[config.mk]
export PLATFORM = sky130hd
export DESIGN_NAME = wb_accel_arbiter
export DESIGN_NICKNAME = d
export VERILOG_FILES = /design/src/rtl/wb_accel_arbiter.sv
export SDC_FILE = /design/constraint.sdc
export NUM_CORES = 1
export LEC_CHECK = 0
export CAP_MARGIN = 20
export CORE_AREA = 2 2 124 126
export CTS_CLUSTER_SIZE = 8
export DETAILED_ROUTE_END_ITERATION = 12
export DIE_AREA = 0 0 126 128
export PLACE_DENSITY_LB_ADDON = 0.08
export SLEW_MARGIN = 20
export SYNTH_ARGS = -nofsm -noshare
export SYNTH_HDL_FRONTEND = slang
export SYNTH_SLANG_ARGS = --single-unit
[constraint.sdc]
create_clock -name wb_clk_i -period 1.45 [get_ports wb_clk_i]
set_input_delay 0.145 -clock wb_clk_i [delete_from_list [all_inputs] [get_ports wb_clk_i]]
set_output_delay 0.145 -clock wb_clk_i [all_outputs]
set_load 0.02 [all_outputs]
[src/rtl/wb_accel_arbiter.sv]
// Two-master round-robin Wishbone arbiter in front of a single accelerator slave.
// Define ARB_TIMEOUT_EN to add the slave-ack watchdog; otherwise stalls are unbounded.
module wb_accel_arbiter #(
  parameter int unsigned TIMEOUT_CYCLES = 255,
  parameter logic [31:0] TIMEOUT_DATA   = 32'hDEAD_BEEF
) (
  input  logic        wb_clk_i,
  input  logic        wb_rst_i,
  input  logic        m0_cyc_i,
  input  logic        m0_stb_i,
  input  logic        m0_we_i,
  input  logic [3:0]  m0_sel_i,
  input  logic [31:0] m0_adr_i,
  input  logic [31:0] m0_dat_i,
  output logic        m0_ack_o,
  output logic [31:0] m0_dat_o,
  input  logic        m1_cyc_i,
  input  logic        m1_stb_i,
  input  logic        m1_we_i,
  input  logic [3:0]  m1_sel_i,
  input  logic [31:0] m1_adr_i,
  input  logic [31:0] m1_dat_i,
  output logic        m1_ack_o,
  output logic [31:0] m1_dat_o,
  output logic        s_cyc_o,
  output logic        s_stb_o,
  output logic        s_we_o,
  output logic [3:0]  s_sel_o,
  output logic [31:0] s_adr_o,
  output logic [31:0] s_dat_o,
  input  logic        s_ack_i,
  input  logic [31:0] s_dat_i,
  output logic [1:0]  grant_o,
  output logic        timeout_o
);

  typedef enum logic [1:0] {IDLE, OWN0, OWN1, REL} state_t;

  state_t state_reg, state_next;
  logic   last_m1_reg, last_m1_next;
  logic   req0, req1;
  logic   to_hit;

  if (TIMEOUT_CYCLES < 1 || TIMEOUT_CYCLES > 65535) begin : g_bad_timeout
    $error("wb_accel_arbiter: TIMEOUT_CYCLES must be in 1..65535");
  end

  assign req0 = m0_cyc_i & m0_stb_i;
  assign req1 = m1_cyc_i & m1_stb_i;

  always_ff @(posedge wb_clk_i or posedge wb_rst_i) begin
    if (wb_rst_i) begin
      state_reg   <= IDLE;
      last_m1_reg <= 1'b1;
    end else begin
      state_reg   <= state_next;
      last_m1_reg <= last_m1_next;
    end
  end

  // On a tie the master that did not win last time gets the bus.
  always_comb begin
    state_next   = state_reg;
    last_m1_next = last_m1_reg;
    case (state_reg)
      IDLE: begin
        if (req0 && (!req1 || last_m1_reg)) begin
          state_next   = OWN0;
          last_m1_next = 1'b0;
        end else if (req1) begin
          state_next   = OWN1;
          last_m1_next = 1'b1;
        end
      end
      OWN0:    if (!m0_cyc_i) state_next = REL;
      OWN1:    if (!m1_cyc_i) state_next = REL;
      REL:     state_next = IDLE;
      default: state_next = IDLE;
    endcase
  end

`ifdef ARB_TIMEOUT_EN
  localparam logic [15:0] TO_LIMIT = 16'(TIMEOUT_CYCLES);

  logic [15:0] to_cnt_reg, to_cnt_next;
  logic        owner_stb;

  assign owner_stb = ((state_reg == OWN0) && m0_stb_i) || ((state_reg == OWN1) && m1_stb_i);
  // Owner stb gates the hit so a master that backed off never gets a phantom ack.
  assign to_hit    = owner_stb && (to_cnt_reg == TO_LIMIT);

  always_comb begin
    to_cnt_next = to_cnt_reg;
    if ((state_next != state_reg) || s_ack_i || to_hit)
      to_cnt_next = '0;
    else if (owner_stb)
      to_cnt_next = to_cnt_reg + 16'd1;
  end

  always_ff @(posedge wb_clk_i or posedge wb_rst_i) begin
    if (wb_rst_i) to_cnt_reg <= '0;
    else          to_cnt_reg <= to_cnt_next;
  end
`else
  assign to_hit = 1'b0;
`endif

  assign timeout_o = to_hit;

  // Slave signals are a pure mux of the owner; a watchdog hit masks stb and fakes the ack.
  always_comb begin
    s_cyc_o  = 1'b0;
    s_stb_o  = 1'b0;
    s_we_o   = 1'b0;
    s_sel_o  = '0;
    s_adr_o  = '0;
    s_dat_o  = '0;
    m0_ack_o = 1'b0;
    m0_dat_o = '0;
    m1_ack_o = 1'b0;
    m1_dat_o = '0;
    grant_o  = 2'b00;
    case (state_reg)
      OWN0: begin
        grant_o  = 2'b01;
        s_cyc_o  = m0_cyc_i;
        s_stb_o  = m0_stb_i & ~to_hit;
        s_we_o   = m0_we_i;
        s_sel_o  = m0_sel_i;
        s_adr_o  = m0_adr_i;
        s_dat_o  = m0_dat_i;
        m0_ack_o = s_ack_i | to_hit;
        m0_dat_o = to_hit ? TIMEOUT_DATA : s_dat_i;
      end
      OWN1: begin
        grant_o  = 2'b10;
        s_cyc_o  = m1_cyc_i;
        s_stb_o  = m1_stb_i & ~to_hit;
        s_we_o   = m1_we_i;
        s_sel_o  = m1_sel_i;
        s_adr_o  = m1_adr_i;
        s_dat_o  = m1_dat_i;
        m1_ack_o = s_ack_i | to_hit;
        m1_dat_o = to_hit ? TIMEOUT_DATA : s_dat_i;
      end
      default: ;
    endcase
  end

endmodule

==> impl_metrics.csv, run 1 <==
group,metric,value,unit
layout,seq_area,76.3,um2
job,drv_cap,0,
cts,clock_path_buffers,2,
synthesis,synth-compound-area-share,0.363,
floorplan,io_pins,317,
power,power,12700,uW
cts,cts_tree,"built",
power,peakVddDrop,0.000857,V
floorplan,core_area,14900,um2
route,routed_wl,13700,um
worst_hold_path,hp-class,"input port to asynchronous set/reset pin",
synthesis,yosys_warnings,0,
layout,nets,775,
synthesis,synth_fp_nets,446,
setup_path,cp.arrival,1690,ps
grt,grt_antenna_before_repair,0,
setup_path,crit_fanout,24,
power,power_per_cell_area,2130,nW/um2
sta,hold_ws,97.3,ps
route,vias_per_cell,4.18,
synthesis,yosys.area.top_type,"a22oi_1",
cts,clk_latency,220,ps
placement,hpwlAfterDp,9860,um
synthesis,avgSynthCellArea,6.17,um2
synthesis,syn_inst,264,
setup_path,worst-setup-path-type,"flop to primary output",
route,first_pass_iters,4,
sta,finalSetupViolations,139,
layout,largest_reg_flops,2,
synthesis,ys_ff_latch,3,
sta,period_minus_slack,1830,ps
sta,fin_skew,2.60,ps
layout,antenna_cells,0,
synthesis,yosysTopAreaCellShare,0.327,
synthesis,synth_xor_area_frac,0,
placement,place_congestion,0.785,
route,post_drt_wl_per_cell,17.6,um
setup_path,crit_path_end_kind,"primary output",
synthesis,ys_seq_area_frac,0.0469,
cts,clkSinkCount,3,
layout,multiInputGateArea,1860,um2
floorplan,num_rows,45,
power,p_seq_frac,0.013,
synthesis,synth_top_family_by_area,"simple AND/OR/NAND/NOR gates",
synthesis,synth_mux_area_frac,0.0154,
power,p_switching,6400,uW
power,clkPwrFrac,0.034,
layout,fillers,1507,
sta,slew_violations,0,
placement,post-place-ws,-543,ps
sta,fmax,0.546,GHz
synthesis,synth-simple-area-share,0.430,
power,switching_share,0.503,
power,power.combinational.fraction,0.953,
floorplan,die_w,126,um
sta,fin_ws,-383,ps
synthesis,synthAdderAreaFrac,0.0384,
synthesis,async_flop_share,1.00,
route,drt-initial-drc-count,58,
grt,gr-total-overflow,0,
floorplan,die_h,128,um
sta,hold_viol,0,
status,violations,"setup timing",
layout,drive_above_1_share,0.601,
cts,cts.htree.levels,1,
cts,clockRootBuffer,"clkbuf_16",
floorplan,start_util,0.110,
grt,grt_pass1_vias,3198,
power,p_leak,0.00249,uW
synthesis,netlist_area,1630,um2
synthesis,ys_top_cells_by_area,"a22oi_1 33%, and2_1 25%, nor2_1 17%, ha_1 3.8%, buf_2 3.7%",
grt,grt_pass1_wl,18900,um
sta,fin_crit_sh,1.26,
setup_path,cp-start-kind,"flop",
status,status,"finished with violations",
synthesis,yosys.cell_count.top_type,"nor2_1",
power,p_int,6310,uW
sta,rsz0062_at_grt,"yes",
setup_path,required,1310,ps
route,antenna_left,0,
synthesis,synth_common_cells,"73 x nor2_1, 71 x a22oi_1, 66 x and2_1",
floorplan,fp.dieArea,16100,um2
placement,io_buffers,315,
synthesis,ys_types,21,
layout,area_growth,267,%
cts,clk_pin_slew,30,ps
synthesis,synth_edf_count,0,
grt,grt_max_degree,36,
synthesis,dominantRegCellSynth,"dfrtp_1",
cts,numCtsBuffers,3,
grt,grt.total_usage,0.148,
route,drc_errors,0,
route,via_count,3264,
[metrics by stage]
stage               utilization  instance area, um2  TNS [ps]  std cells
finish                    0.402                5970    -36730        780
global route              0.402                5970    -45670        780
CTS                       0.385                5720    -44100        769
detailed placement        0.362                5390    -60160        757
global placement          0.362                5390    -59820        757
floorplan                     -                1910     -1670        264
[metal layers]
metal / up-vias / GRT usage / wire length, um
li1: 1576 / - / -
met1: 1512 / 0.155 / 4920
met2: 162 / 0.308 / 7770
met3: 14 / 0.0321 / 910
met4: 0 / 0.0142 / 118
met5: - / 0 / 0
[final cells by class]
type                            instances  share of cell area
Timing Repair Buffer                  356               0.620
Multi-Input combinational cell        225               0.311
Tap cell                              188              0.0394
Clock buffer                            4              0.0132
Sequential cell                         3              0.0128
Inverter                                4             0.00335
[power by group through the flow]
stage                     sequential (uW)  combinational, uW  clock (uW)
after global routing                  171              12900         459
after floorplan                       173               5800           0
after detailed placement              170              10700           0
after global placement                167              10600           0
final                                 168              12100         433
after CTS                             169              11300         441
[timing repair]
item                                    4_1_cts  5_1_grt
resized for setup                           534      180
endpoints found under the setup margin      141      141
pin swaps                                    11        6
buffers inserted                              3        4
hold buffers                                  0        0
cloned                                        5        7
[critical path, stage by stage (launching register included)]
cell,delay (ps)
dfrtp_1,340
inv_2,70
ha_1,340
clkinv_4,110
buf_12,180
nor2_2,130
clkdlybuf4s15_2,260
[cells by family (layout without fill, tap and decap cells)]
family	Yosys count	in the layout
and+or+nand+nor	141	141
AOI/OAI and AO/OA	76	76
buffers and inverters	36	364
adders and majority gates	5	5
DFF	3	3
muxes	2	2
other	1	1
[worst paths after layout]
path	from	slack [ps]	depth (start not counted)	end
setup reg to reg	state_reg[1]	-380	7	state_reg[0]
hold / removal	wb_rst_i	100	2	state_reg[0]
max in group asynchronous	wb_rst_i	1140	2	last_m1_reg
setup / recovery	state_reg[0]	-380	6	s_adr_o[10]
hold reg to reg	last_m1_reg	560	2	last_m1_reg
min in group wb_clk_i	last_m1_reg	560	2	last_m1_reg
[cells in the final DEF (no fill, tap or decap), drive strengths merged]
cell type,synthesis,final
bufbuf,0,1
dlymetal6s2s,0,2
buf,16,135
nor2,73,73
clkdlybuf4s15,0,29
mux2i,1,1
clkdlybuf4s50,0,176
o22ai,2,2
a31oi,1,1
and2,66,66
dfrtp,2,2
nand3,1,1
and3b,1,1
clkinv,0,1
a22oi,72,72
mux2,1,1
ha,5,5
dfstp,1,1
conb,1,1
inv,4,3
a21boi,1,1
clkbuf,16,17
Power figures use the tool's default switching activity.
==> run 2, diff against run 1 <==
==> constraint.sdc (replaced) <==
create_clock -name wb_clk_i -period 1.45 [get_ports wb_clk_i]
set_input_delay 0.145 -clock wb_clk_i [delete_from_list [all_inputs] [get_ports wb_clk_i]]
set_output_delay 0.145 -clock wb_clk_i [all_outputs]
set_load 0.05 [all_outputs]
==> run 2 against run 1 <==
Net effect:
- the run still ends with setup timing left
- via count is 5.6% higher
- maximum frequency is 0.60% higher
- setup slack better by 11 ps
- design area is 37% higher
- clock skew is 1.7 ps lower
- count of clock-buffer cells in the layout stayed put
- sequential share of layout area is 0.35 points lower
- routed wire length is 15% higher
- total power is 87% higher
- combinational power is 92% higher
- core utilization is 15 points higher
- register-to-register slack better by 20 ps
- critical path type unchanged
==> impl_metrics.csv, run 2 (synthesized netlist as in run 1, its figures left out) <==
group,metric,value,unit
setup_path,cp_top_family,"buffers and inverters",
worst_hold_path,hp-class,"input port to asynchronous set/reset pin",
route,routed_wl,15800,um
cts,cts.htree.levels,1,
grt,grt.total_usage,0.177,
status,status,"finished with violations",
placement,placed_area,6880,um2
layout,largest_reg_flops,2,
sta,hold_viol,0,
route,first_pass_iters,4,
cts,numCtsBuffers,3,
sta,period_minus_slack,1820,ps
sta,rsz0062_at_grt,"yes",
placement,io_buffers,315,
layout,layout_common_cells,"176 x clkdlybuf4s50_1, 110 x buf_12, 71 x nor2_4",
route,drt-initial-drc-count,81,
sta,fmax,0.549,GHz
power,peakVddDrop,0.00179,V
setup_path,path_buf_inv,4,
layout,area_growth,402,%
layout,instances_no_fill,806,
sta,fin_crit_sh,1.26,
sta,fin_skew,0.887,ps
grt,gr-total-overflow,0,
setup_path,worst-setup-path-type,"flop to primary output",
setup_path,cpMaxStageDelayCell,"dfrtp_1",
setup_path,cp.arrival,1680,ps
route,antenna_left,0,
setup_path,cp-start-kind,"flop",
route,drc_errors,0,
layout,drive_above_1_share,0.693,
setup_path,slowest_delay,380,ps
cts,clk_pin_slew,30,ps
setup_path,crit_top_cell,"buf_6",
sta,slew_violations,0,
grt,grt_pass1_vias,3568,
cts,ctsHoldBuffers,0,
power,p_leak,0.00309,uW
setup_path,crit_path_end_kind,"primary output",
grt,grt_antenna_before_repair,0,
layout,antenna_cells,0,
floorplan,fp.dieArea,16100,um2
floorplan,core_area,14900,um2
placement,place_congestion,0.804,
job,drv_cap,0,
cts,cts_tree,"built",
setup_path,path_cells,"buf_6 -> ha_4 -> buf_6 -> buf_16 -> a22oi_2 -> nor2_4 -> buf_6",
cts,clkSinkCount,3,
layout,nets,801,
floorplan,io_pins,317,
route,post_drt_wl_per_cell,19.6,um
setup_path,required,1310,ps
placement,place_inst,762,
sta,tns,-40110,ps
grt,grt_pass1_wl,22200,um
layout,final_common_cell,"clkdlybuf4s50_1",
floorplan,die_h,128,um
route,vias_per_cell,4.28,
status,violations,"setup timing",
setup_path,crit_fanout,8,
floorplan,start_util,0.110,
grt,grt_max_degree,32,
cts,clock_path_buffers,2,
layout,fin_util,0.551,
route,via_count,3446,
cts,clockRootBuffer,"clkbuf_16",
layout,postLayoutCellArea,8190,um2
sta,finalSetupViolations,139,
sta,fin_ws,-372,ps
floorplan,die_w,126,um
floorplan,num_rows,45,
cts,clk_latency,220,ps
placement,hpwlAfterDp,11700,um
power,power_per_cell_area,2900,nW/um2
[run 2: changes by cell type in the layout (fill, tap and decap cells not counted), sizes merged]
cell and change:
clkbuf -8, clkinv -1, clkdlybuf4s15 -29, buf +65, dlymetal6s2s -2, bufbuf -1
inv +2
[run 2: area by class of cell]
type                            count  area [um2]
Clock buffer                        4        78.8
Fill cell                        1288        6680
Inverter                            4        27.5
Multi-Input combinational cell    225        2480
Sequential cell                     3        76.3
Tap cell                          188         235
Timing Repair Buffer              381        5280
Timing Repair inverter              1        8.76
[run 2: per-layer routing]
layer | track usage | wire length, um | vias to the layer above
met5 | 0 | 0 | -
li1 | - | - | 1642
met1 | 0.211 | 6030 | 1633
met4 | 0.0194 | 172 | 0
met3 | 0.0259 | 808 | 12
met2 | 0.343 | 8800 | 159
[run 2: report_power, final]
group          switching [uW]  leakage [uW]  internal [uW]  total (uW)
Combinational           12300       0.00302          10900       23200
Clock                    75.3     0.0000382            363         438
Sequential               28.6     0.0000337            141         170
[run 2: what timing repair did]
| action | CTS | global route |
|---|---|---|
| gates cloned | 10 | 6 |
| pin swaps | 41 | 24 |
| setup buffers | 17 | 11 |
| resized for setup | 127 | 38 |
| setup endpoints to repair | 139 | 140 |
[run 2: metrics by stage]
| stage | hold slack [ps] | setup slack (ps) | total power, uW |
|---|---|---|---|
| after floorplan | -102 | -82.8 | 11800 |
| after global placement | 329 | -192 | 19000 |
| after detailed placement | 328 | -230 | 19100 |
| after CTS | 94.2 | -383 | 22700 |
| after global routing | 100 | -414 | 24600 |
| final | 90.0 | -372 | 23800 |
[run 2: worst paths after layout]
| check | cells past startpoint | slack, ps | end | start |
|---|---|---|---|---|
| setup / recovery | 7 | -370 | s_dat_o[29] | state_reg[0] |
| hold / removal | 2 | 90 | state_reg[1] | wb_rst_i |
| setup reg to reg | 7 | -360 | state_reg[0] | state_reg[1] |
| hold reg to reg | 2 | 540 | last_m1_reg | last_m1_reg |
| max in group asynchronous | 2 | 1150 | last_m1_reg | wb_rst_i |
| min in group wb_clk_i | 2 | 540 | last_m1_reg | last_m1_reg |
==> run 3, diff against run 2 <==
--- a/config.mk
+++ b/config.mk
@@ -6,10 +6,10 @@
 export NUM_CORES = 1
 export LEC_CHECK = 0
 export CAP_MARGIN = 20
-export CORE_AREA = 2 2 124 126
+export CORE_AREA = 3 3 122 124
 export CTS_CLUSTER_SIZE = 8
 export DETAILED_ROUTE_END_ITERATION = 12
-export DIE_AREA = 0 0 126 128
+export DIE_AREA = 0 0 125 127
 export PLACE_DENSITY_LB_ADDON = 0.08
 export SLEW_MARGIN = 20
 export SYNTH_ARGS = -nofsm -noshare
==> run 3 against run 2 <==
Net effect:
- the flow still finishes with violations (setup timing)
- register-to-register slack worse by 20 ps
- non-clock buffer count shrank 1
- via count fell by 1.7%
- core utilization increased by 2.8 points
- count of clock-buffer cells in the layout unchanged
- largest cell class unchanged
==> impl_metrics.csv, run 3 (synthesized netlist as in run 1, its figures left out) <==
group,metric,value,unit
cts,clock_path_buffers,2,
setup_path,cp.arrival,1690,ps
layout,antenna_cells,0,
cts,clk_latency,220,ps
power,clkPwrFrac,0.019,
power,peakVddDrop,0.00168,V
power,p_switching,12100,uW
power,p_leak,0.00304,uW
layout,final_common_cell,"clkdlybuf4s50_1",
placement,io_buffers,315,
route,routed_wl,15600,um
layout,largest_reg_flops,2,
cts,clockRootBuffer,"clkbuf_16",
grt,gr-total-overflow,0,
cts,clkSinkCount,3,
grt,grt.total_usage,0.178,
floorplan,die_h,127,um
layout,seq_area,76.3,um2
sta,fin_ws,-389,ps
power,power.combinational.fraction,0.973,
route,vias_per_cell,4.25,
sta,rsz0062_at_grt,"yes",
sta,hold_viol,0,
route,post_drt_wl_per_cell,19.6,um
sta,fmax,0.544,GHz
setup_path,reg2reg_from,"state_reg[0]",
floorplan,io_pins,317,
grt,grt_pass1_vias,3593,
status,violations,"setup timing",
worst_hold_path,hp-class,"input port to asynchronous set/reset pin",
setup_path,slowest_delay,400,ps
route,via_count,3386,
route,drc_errors,0,
floorplan,die_w,125,um
power,switching_share,0.529,
floorplan,fp.dieArea,15900,um2
setup_path,required,1310,ps
layout,layout_common_cells,"176 x clkdlybuf4s50_1, 106 x buf_12, 71 x nor2_4",
floorplan,core_area,13900,um2
setup_path,startpoint,"state_reg[0]",
grt,grt_antenna_before_repair,0,
cts,cts.htree.levels,1,
cts,cts_tree,"built",
sta,period_minus_slack,1840,ps
layout,fillers,1157,
sta,fin_skew,1.34,ps
layout,fin_util,0.579,
layout,area_growth,393,%
layout,drive_above_1_share,0.690,
layout,multiInputGateArea,2480,um2
power,p_int,10800,uW
layout,nets,800,
floorplan,num_rows,43,
power,power_per_cell_area,2840,nW/um2
setup_path,cp-start-kind,"flop",
grt,grt_max_degree,27,
setup_path,crit_fanout,7,
setup_path,crit_path_end_kind,"primary output",
route,first_pass_iters,3,
setup_path,path_buf_inv,5,
sta,finalSetupViolations,139,
sta,tns,-44560,ps
power,p_seq_frac,0.008,
job,drv_cap,0,
cts,numCtsBuffers,3,
placement,place_congestion,0.841,
setup_path,path_cells,"buf_4 -> ha_4 -> buf_12 -> buf_4 -> a22oi_4 -> buf_6 -> nor2_4 -> buf_12",
setup_path,cp_top_family,"buffers and inverters",
power,power,22800,uW
setup_path,worst-setup-path-type,"flop to primary output",
floorplan,start_util,0.117,
route,drt-initial-drc-count,41,
route,antenna_left,0,
setup_path,cpMaxStageDelayCell,"dfrtp_1",
status,status,"finished with violations",
placement,hpwlAfterDp,12000,um
sta,fin_crit_sh,1.27,
cts,clk_pin_slew,30,ps
sta,slew_violations,0,
grt,grt_pass1_wl,22300,um
[run 3: changes by cell type in the layout (fill, tap and decap cells not counted), sizes merged]
cell / change
clkbuf: -1
[run 3: power groups by stage]
stage,clock [uW],sequential [uW],combinational (uW)
after floorplan,0,173,11700
after global placement,0,188,18800
after detailed placement,0,189,18900
after CTS,445,179,21700
after global routing,451,186,23100
final,438,181,22200
[run 3: final cells by class]
| type | count | area share |
|---|---|---|
| inverters | 4 | 0.00280 |
| clock buffers | 4 | 0.00981 |
| multi-input cells | 225 | 0.309 |
| flip-flops and latches | 3 | 0.00950 |
| well taps | 180 | 0.0280 |
| repair buffers | 380 | 0.640 |
| repair inverters | 1 | 0.000779 |
[run 3: path summary, 6_finish.rpt]
path | end | slack (ps) | depth (start not counted)
setup / recovery | s_cyc_o | -390 | 8
hold / removal | state_reg[0] | 90 | 2
setup reg to reg | state_reg[0] | -380 | 7
hold reg to reg | last_m1_reg | 550 | 2
max in group asynchronous | last_m1_reg | 1150 | 2
min in group wb_clk_i | last_m1_reg | 550 | 2
[run 3: worst reg2reg max path, cell delays in order (launching register included)]
cell,delay (ps)
dfrtp_1,400
buf_4,150
ha_4,160
buf_12,150
buf_4,150
a22oi_4,170
a21boi_4,220
mux2_4,310
[run 3: through the flow]
step / hold WS, ps / cells / setup WS (ps) / area (um2)
floorplan: -102 / 264 / -82.8 / 2570
global placement: 322 / 760 / -207 / 6860
detailed placement: 323 / 760 / -238 / 6860
CTS: 88.2 / 787 / -403 / 7770
global route: 117 / 797 / -452 / 8030
finish: 87.5 / 797 / -389 / 8030
[run 3: routing by layer]
layer	GRT usage	part of all wire	vias to the layer above
met4	0.0306	0.013	0
met5	0	0	-
li1	-	-	1625
met1	0.182	0.34	1585
met2	0.365	0.58	164
met3	0.0468	0.073	12
[run 3: repair_timing]
action / 4_1_cts / 5_1_grt
pin swaps: 11 / 32
cloned: 9 / 5
hold buffers: 0 / 0
gates resized for setup: 122 / 35
endpoints found under the setup margin: 139 / 140
buffers inserted: 14 / 9
==> edit (settings of run 2) <==
Add a define of `ARB_TIMEOUT_EN`.
--- a/src/rtl/wb_accel_arbiter.sv
+++ b/src/rtl/wb_accel_arbiter.sv
@@ -1,5 +1,7 @@
 // Two-master round-robin Wishbone arbiter in front of a single accelerator slave.
 // Define ARB_TIMEOUT_EN to add the slave-ack watchdog; otherwise stalls are unbounded.
+`define ARB_TIMEOUT_EN
+
 module wb_accel_arbiter #(
   parameter int unsigned TIMEOUT_CYCLES = 255,
   parameter logic [31:0] TIMEOUT_DATA   = 32'hDEAD_BEEF
Formal check against the unedited RTL: same outputs for any inputs over 10 cycles, from zero or initial values and one cycle with wb_rst_i high; that may be too few to reach the edited logic, so the function may still have changed.
==> edit against run 2 <==
- the flow still finishes with violations (negative setup slack)
- final area up 29%
- die area did not move
- synthesized area is 73% higher
- routed wire length up 32%
- combinational power up 11%
- power rose by 13%
- setup slack worse by 370 ps
- largest power group unchanged
- sequential share of layout area grew 3.6 points
- sequential cell count rose by 16
- register-to-register slack got worse by 170 ps
- via count increased by 38%
==> edit: results (changes against run 2) <==
- Vias in the first global route: 4,605 (+29%)
- GP Congestion: 0.847 (+5.4%)
- Top cell type's share of synthesized area: 0.186 (-0.141)
- Setup WS post-layout: -746 ps (-374 ps)
- CP Launch Point: state_reg[1]
- Leak: 0.00420 µW (+36%)
- Clk_lat worst skew: 250 ps (+30 ps)
- Finished Layout Cells: 987 (+22%)
- Most frequent cells after synthesis: 71 x nor2b_1, 70 x a22oi_1, 48 x nor2_1
- CP peak stage delay: 430 ps (+50 ps)
- Syn Std Cell Area: 2820 µm² (+73%)
- Failing checks: negative setup slack
- Max VDD drop: 0.00146 V (-18%)
- PortBufs: 316 (+0.32%)
- First-pass GRT wire length: 27,400 µm (+24%)
- Largest register FFs: 16 (+14)
- Sequential area share after synthesis: 0.169 (+0.122)
- Synth area leaders: a22oi_1 19%, dfrtp_1 16%, nor2b_1 16%
- Hpwl dp: 14,000 µm (+20%)
- Met2 wire length: 11,400 µm (+29%)
- Fin nets: 984 (+23%)
- Worst path slowest cell: dfrtp_2
- Skew final: 1.96 ps (+1.07 ps)
- Reg2reg path depth: 10 (+3)
- Share of layout cells above drive strength 1: 0.658 (-0.0342)
- Setup TNS Final: -97,300 ps (-57,190 ps)
- Met3 Routed Length: 1120 µm (+38%)
- DR vias/cell: 4.82 (+13%)
- Wire length per cell: 21.1 µm (+7.5%)
- Post-synth cell types: 41 (+95%)
- CP max FO: 10 (+2)
- Status: complete, but fails checks
- Cells after synthesis: 393 (+49%)
- GRT Total Usage: 0.216 (+0.0393)
- Inst Count DP: 922 (+21%)
- DR iter-0 viols: 143 (+77%)
- Worst-path clk slew: 50 ps (+20 ps)
- Setup violators final: 157 (+13%)
- NetSw: 12,500 µW (+0.86%)
- Syn nets: 577 (+29%)
- Critical path data arrival time: 2050 ps (+370 ps)
-- edit: cell types whose count changed in the layout (fill, tap and decap cells not counted), sizes merged, moves of 5 or more --
cell	run 2	this run
and2	66	0
nand3	1	9
nor2b	0	71
clkbuf	9	19
xor2	0	9
a21oi	0	9
dfrtp	2	18
o21a	0	24
nand2	0	13
nor2	73	68
and3	0	20
xnor2	0	6
buf	200	248
-- edit: timing repair --
action | 4_1_cts | 5_1_grt
endpoints found under the setup margin | 156 | 158
hold endpoints to repair | 0 | 0
resized for setup | 98 | 87
buffers inserted | 16 | 22
pin swaps | 5 | 15
cloned | 11 | 18
-- edit: worst min-delay path, stage by stage --
cell and delay, ps:
clkdlybuf4s50_1 400, inv_1 50, buf_4 250
-- edit: layout make-up --
cell class / instances / area (µm²)
clock buffers: 4 / 78.8
inverters: 6 / 33.8
flip-flops and latches: 19 / 479
fillers: 1042 / 4310
well taps: 188 / 235
repair buffers: 439 / 6110
multi-input cells: 331 / 3620
-- edit: through the flow --
step / util / area [µm²] / worst slack (ps)
2_1_floorplan: - / 3800 / -623
3_3_place_gp: 0.588 / 8740 / -505
3_5_place_dp: 0.588 / 8740 / -556
4_1_cts: 0.651 / 9680 / -704
5_1_grt: 0.710 / 10600 / -801
6_report: 0.710 / 10600 / -746
-- edit: power groups by stage --
| stage | combinational (µW) | clock [µW] | sequential, µW |
|---|---|---|---|
| finish | 25800 | 555 | 660 |
| floorplan | 11500 | 0 | 681 |
| global route | 26600 | 607 | 667 |
| detailed placement | 20200 | 0 | 669 |
| CTS | 23600 | 577 | 652 |
| global placement | 20100 | 0 | 663 |
-- edit: worst paths after layout --
kind	slack [ps]	endpoint
setup reg to reg	-530	to_cnt_reg[7]
max in group asynchronous	960	last_m1_reg
hold / removal	220	to_cnt_reg[5]
min in group wb_clk_i	620	to_cnt_reg[12]
hold reg to reg	620	to_cnt_reg[12]
setup / recovery	-750	s_dat_o[19]
-- edit: routing by layer --
metal	GRT usage	vias to the layer above
li1	-	2222
met1	0.251	2310
met2	0.409	192
met3	0.0380	33
met4	0.0549	0
met5	0	-
-- edit: logic make-up after synthesis --
group,synth area share
AND/OR/NAND/NOR,0.380
flip-flops,0.169
buffers and inverters,0.0683
XOR/XNOR,0.0466
multiplexers,0.00399
AO/OA/AOI/OAI,0.301
adder cells (fa/ha/maj),0.0311
